===== src/rtl/vpd_access_engine.sv =====
// vpd_access_engine: VPD address/data registers and the variable-latency storage handshake behind them
module vpd_access_engine #(
    parameter int DATA_W         = 32,
    parameter int ADDR_W         = 15,
    parameter int TIMEOUT_CYCLES = 1024
) (
    input  logic              clk,
    input  logic              rst,
    input  logic              cfg_addr_we,
    input  logic [15:0]       cfg_addr_wdata,
    input  logic              cfg_data_we,
    input  logic [DATA_W-1:0] cfg_data_wdata,
    input  logic [3:0]        cfg_byte_en,
    input  logic              err_clr,
    output logic [15:0]       vpd_addr_reg,
    output logic [DATA_W-1:0] vpd_data_reg,
    output logic              mem_req,
    output logic              mem_we,
    output logic [ADDR_W-3:0] mem_addr,
    output logic [DATA_W-1:0] mem_wdata,
    input  logic              mem_ack,
    input  logic [DATA_W-1:0] mem_rdata,
    output logic              busy,
    output logic              timeout_err
);
    localparam int CW = $clog2(TIMEOUT_CYCLES);
    typedef enum logic [1:0] {IDLE, RD_WAIT, WR_WAIT} state_t;
    state_t            state, state_d;
    logic [15:0]       addr_q;
    logic [DATA_W-1:0] data_q, be_mask;
    logic [CW-1:0]     cnt;
    logic              err_q, idle, done, abort;
    // an ack on the terminal count is a normal completion, so abort requires no ack
    always_comb begin
        be_mask = '0;
        for (int i = 0; i < 4; i++) be_mask[8*i +: 8] = {8{cfg_byte_en[i]}};
        idle    = state == IDLE;
        done    = !idle && mem_ack;
        abort   = !idle && !mem_ack && cnt == CW'(TIMEOUT_CYCLES - 1);
        state_d = idle ? (cfg_addr_we ? (cfg_addr_wdata[15] ? WR_WAIT : RD_WAIT) : IDLE)
                       : ((done || abort) ? IDLE : state);
    end
    always_ff @(posedge clk or posedge rst) begin
        if (rst) state <= IDLE;
        else     state <= state_d;
    end
    always_ff @(posedge clk or posedge rst) begin
        if (rst) begin
            addr_q <= '0;
            data_q <= '0;
            cnt    <= '0;
            err_q  <= 1'b0;
        end else begin
            if (idle && cfg_data_we) data_q <= (data_q & ~be_mask) | (cfg_data_wdata & be_mask);
            if (idle && cfg_addr_we) addr_q <= cfg_addr_wdata;
            if (done || abort) addr_q[15] <= state == RD_WAIT;
            if ((done || abort) && state == RD_WAIT) data_q <= done ? mem_rdata : '1;
            cnt   <= idle ? '0 : cnt + 1'b1;
            err_q <= abort ? 1'b1 : (err_clr ? 1'b0 : err_q);
        end
    end
    assign vpd_addr_reg = addr_q;
    assign vpd_data_reg = data_q;
    assign mem_req      = !idle;
    assign busy         = !idle;
    assign mem_we       = state == WR_WAIT;
    assign mem_addr     = addr_q[ADDR_W-1:2];
    assign mem_wdata    = data_q;
    assign timeout_err  = err_q;
endmodule

===== config.mk =====
export PLATFORM = sky130hd
export DESIGN_NAME = vpd_access_engine
export DESIGN_NICKNAME = d
export VERILOG_FILES = /design/src/rtl/vpd_access_engine.sv
export SDC_FILE = /design/constraint.sdc
export NUM_CORES = 1
export LEC_CHECK = 0
export ABC_AREA = 1
export BUFFER_PORTS_ARGS = -buffer_cell sky130_fd_sc_hd__buf_2
export CAP_MARGIN = 20
export CORE_UTILIZATION = 50
export CTS_BUF_LIST = sky130_fd_sc_hd__clkbuf_8
export CTS_CLUSTER_SIZE = 25
export DETAILED_ROUTE_END_ITERATION = 8
export MAX_ROUTING_LAYER = met4
export PLACE_DENSITY = 0.87
export SLEW_MARGIN = 0
export SYNTH_ARGS = -nofsm -noshare
export SYNTH_HDL_FRONTEND = slang
export SYNTH_SLANG_ARGS = --single-unit

===== constraint.sdc =====
create_clock -name clk -period 2.8 [get_ports clk]
set_input_delay 0.28 -clock clk [delete_from_list [all_inputs] [get_ports clk]]
set_output_delay 0.28 -clock clk [all_outputs]
set_load 0.02 [all_outputs]

# Word-level counts from Yosys, hierarchy flattened

Cells that the tools add are included.

Bits in registers: 61
Input bits: 90
Output and inout port bits: 97

$add $sub $neg: 1
Eq/ne operators: 3
Multiplexer cells: 12
Bitwise gates (word level): 4
Reduce and logical (&&, ||, !) cells: 14

Operators by type and width:

| kind                                                | count |
|---|---|
| two-way mux 32 bit                                  | 3 |
| AND 32 bit                                          | 2 |
| inverter 32 bit                                     | 1 |
| bitwise OR 32 bit                                   | 1 |
| two-way mux 16 bit                                  | 1 |
| adder 10 x 1 -> 10 bit, second input constant       | 1 |
| equality test 10 bit, second input constant         | 1 |
| two-way mux 10 bit                                  | 1 |
| two-way mux 2 bit                                   | 4 |
| nonzero test 2 bit                                  | 4 |
| logical AND 1 bit                                   | 6 |
| two-way mux 1 bit                                   | 3 |
| equality test 2 x 1 -> 1 bit, second input constant | 1 |
| equality test 2 bit, second input constant          | 1 |
| logical NOT 1 bit                                   | 2 |
| logical NOT 2 bit                                   | 1 |
| logical OR 1 bit                                    | 1 |

# Depth between registers and ports, before layout

Depth after elaboration: 7
Depth in mapped cells: 11
Mapped depth without buffers: 9

# Worst setup path after synthesis

Ideal clock, no wire load.

Kind: register to register
Start: register cnt[0]
End: register with a tool-made name
Setup time: 0.117 ns
Arrival: 1.403 ns
Data required time: 2.683 ns
Setup slack: 1.280 ns
Stages on the path, launching flop included: 11
Buffers on the path: 2
Clock period less this slack: 1.520 ns
Cells stage by stage: dfrtp_1 -> ha_1 -> nand2_1 -> nor2_2 -> nand4_2 -> nand2_1 -> nand2_1 -> buf_6 -> buf_4 -> nand3_1 -> nand2_1

RTL lines:

| element                  | line | source |
|---|---|---|
| start: declaration       | 31   | `logic [CW-1:0] cnt;` |
| start signal: assignment | 58   | `cnt <= idle ? '0 : cnt + 1'b1;` |

==> impl_metrics.py <==
metrics = {
    "yosys": {
        "yosysMostFrequentCell": "nand2_1",
        "synth_edf_count": 0,
        "synthDistinctLibCells": 20,
        "netlist_area_um2": 3358,
        "syn_inst": 437,
        "ys.flop_type": "dfrtp_1",
        "ys_top_cells_by_area": "dfrtp_1 45%, nand2_1 21%, buf_4 11%",
        "synth_top_area_frac": 0.4545,
        "ys_top_cells_by_count": "185 x nand2_1, 61 x dfrtp_1, 48 x buf_4, 38 x nand3_1, 32 x or2_2",
        "seq_area_frac_synth": 0.4545,
        "synth.avg_cell_area_um2": 7.685,
        "yosysTopAreaCell": "dfrtp_1",
        "ys_ff_latch": 61,
        "ys.warnings.count": 0,
        "synthArstFlopShare": 1.000,
        "syn_nets": 528,
    },
    "sta": {
        "slew_viol_final": 0,
        "finalWorstSetupSlack_ps": 750.5,
        "tightest_slew_ps": 546.1,
        "fin_crit_sh": 0.7320,
        "rsz0062_at_grt": "no",
        "min_period_ps": 2049,
        "fin_skew_ps": 14.35,
        "hold_viol_final": 0,
        "fmax_mhz": 487.9,
        "relSlewSlack": 0.6359,
        "tns_ps": 0,
        "setup_viol": 0,
    },
    "die": {
        "rows": 29,
        "io_pins": 187,
        "die_h_um": 83.96,
        "core_um2": 6422,
        "die_area_um2": 7048,
        "start_util": 0.5229,
        "die_w_um": 83.96,
    },
    "clock_network": {
        "cts_tree": "done",
        "htree_num_levels": 3,
        "cts_hold_buf": 0,
        "cts_buffers": 9,
        "clk_pin_slew_ps": 70,
        "clock_latency_ps": 330,
        "cts_setup_buffers": 0,
        "cts-root-buf": "clkbuf_8",
        "cts_buffer_depth": 2,
        "cts.sinks": 61,
        "cts_resized": 0,
    },
    "placement": {
        "routabilityCongestion": 0.9341,
        "dp_slack_ps": 765.7,
        "dp.cells": 646,
        "dp_hpwl_um": 6357,
        "port_buffers": 186,
    },
    "worst_hold_path": {
        "min_path_type": "input pin to asynchronous set/reset pin",
    },
    "detailed_routing": {
        "first_iter_violations": 191,
        "drc": 26,
        "drt_pre_antenna_iters": 7,
        "wl_per_cell_um": 12.55,
        "drtAntennaViolNets": 0,
        "dr_total_vias": 3212,
        "drt-total-wl_um": 8273,
        "vias_per_cell": 4.874,
    },
    "critical_path": {
        "end_kind": "register",
        "crit_arrival_ps": 2270,
        "crit_type": "register to register",
        "cp-startpoint": "state[0]",
        "rr_worst_depth": 10,
        "reg2reg_from": "state[0]",
        "required_ps": 3020,
        "cp_max_fo": 62,
        "r2r_slack_ps": 750,
        "worstSetupStartpointType": "register",
    },
    "grt": {
        "grt_pass1_vias": 2957,
        "grt_pass1_wl_um": 13560,
        "grt_max_degree": 63,
        "grt_antenna_before_repair": 0,
        "grt-ovfl-total": 0,
        "track_usage": 0.2507,
    },
    "run_status": {
        "status": "finished, violations left",
        "violations": "DRC",
    },
    "final_layout": {
        "fin_nets": 671,
        "syn2layout_area_growth_pct": 24.18,
        "fin_cells": 659,
        "drive_gt1_frac": 0.4227,
        "diodes": 0,
    },
    "pwr": {
        "peakVddDrop_uv": 483.2,
        "leakage_nw": 2.533,
        "p_total_mw": 4.588,
        "pwr_density_cell_nw_per_um2": 1100,
    },
    "job": {
        "maxCapViolCount": 0,
    },
}
[cells by family after synthesis]
group | count (synthesis) | share of synthesized area
xor gates and xnor gates | 1 | 0.002609
and+or+nand+nor | 280 | 0.3633
AOI/OAI and AO/OA | 13 | 0.01975
buffers and inverters | 81 | 0.1561
DFF | 61 | 0.4545
adders and majority gates | 1 | 0.003725
[worst max-delay path, cell delays in order, from the launching register on]
cell and delay [ps]:
dfrtp_1 410, nor2_2 180, buf_4 190, inv_1 120, nand2_1 130, nand2_1 70, nand2_2 90, buf_4 460
nand2_1 130, nand2_1 100, nand2_1 50
[layout by cell type, fill, tap and decap left out, types with 5 or more instances in the layout]
| cell | Yosys | final |
|---|---|---|
| a21oi_1 | 6 | 6 |
| or2_2 | 32 | 32 |
| nor3_1 | 7 | 7 |
| nor2_2 | 6 | 6 |
| clkbuf_8 | 0 | 11 |
| nand3_1 | 38 | 38 |
| nor2_1 | 9 | 9 |
| o21ai_0 | 6 | 6 |
| buf_2 | 2 | 186 |
| dfrtp_1 | 61 | 61 |
| inv_1 | 22 | 21 |
| buf_4 | 48 | 5 |
| nand2_1 | 185 | 184 |
[area by class of cell]
class | count | area (um^2)
flip-flops and latches | 61 | 1526
clock buffers | 11 | 151.4
multi-input cells | 295 | 1310
fillers | 549 | 2252
clock inverters | 2 | 35.03
well taps | 77 | 96.34
inverters | 22 | 82.58
repair buffers | 191 | 968.4
[worst min path at each step]
stage | slack [ps] | endpoint | start
final | 30 | vpd_addr_reg[2] | rst
after global routing | 60 | vpd_addr_reg[15] | rst
after CTS | 40 | vpd_addr_reg[8] | rst
after detailed placement | 400 | vpd_addr_reg[8] | rst
after global placement | 390 | vpd_addr_reg[8] | rst
after floorplan | 390 | timeout_err | err_clr
[layer usage]
layer / global-route usage / up-vias / wire length (um) / part of all wire
met5: - / - / 0 / 0
met4: 0.1285 / 0 / 274 / 0.033
met3: 0.05143 / 25 / 530 / 0.064
met2: 0.3949 / 147 / 4143 / 0.50
met1: 0.3060 / 1456 / 3324 / 0.40
li1: - / 1584 / - / -
[stage by stage]
stage | hold slack (ps) | area (um^2) | util
2_1_floorplan | 387.3 | 3358 | -
3_3_place_gp | 387.7 | 3984 | 0.6203
3_5_place_dp | 395.4 | 3984 | 0.6203
4_1_cts | 37.57 | 4170 | 0.6493
5_1_grt | 60.07 | 4170 | 0.6493
6_report | 31.79 | 4170 | 0.6493
[report_power, final]
part           total (mW)  leakage (nW)  switching (mW)  internal (mW)
clock network       0.760        0.0971           0.317          0.443
logic                2.31          1.67            1.56          0.756
registers            1.51         0.768           0.273           1.24
Note: power is estimated with default switching activity, not from simulation.
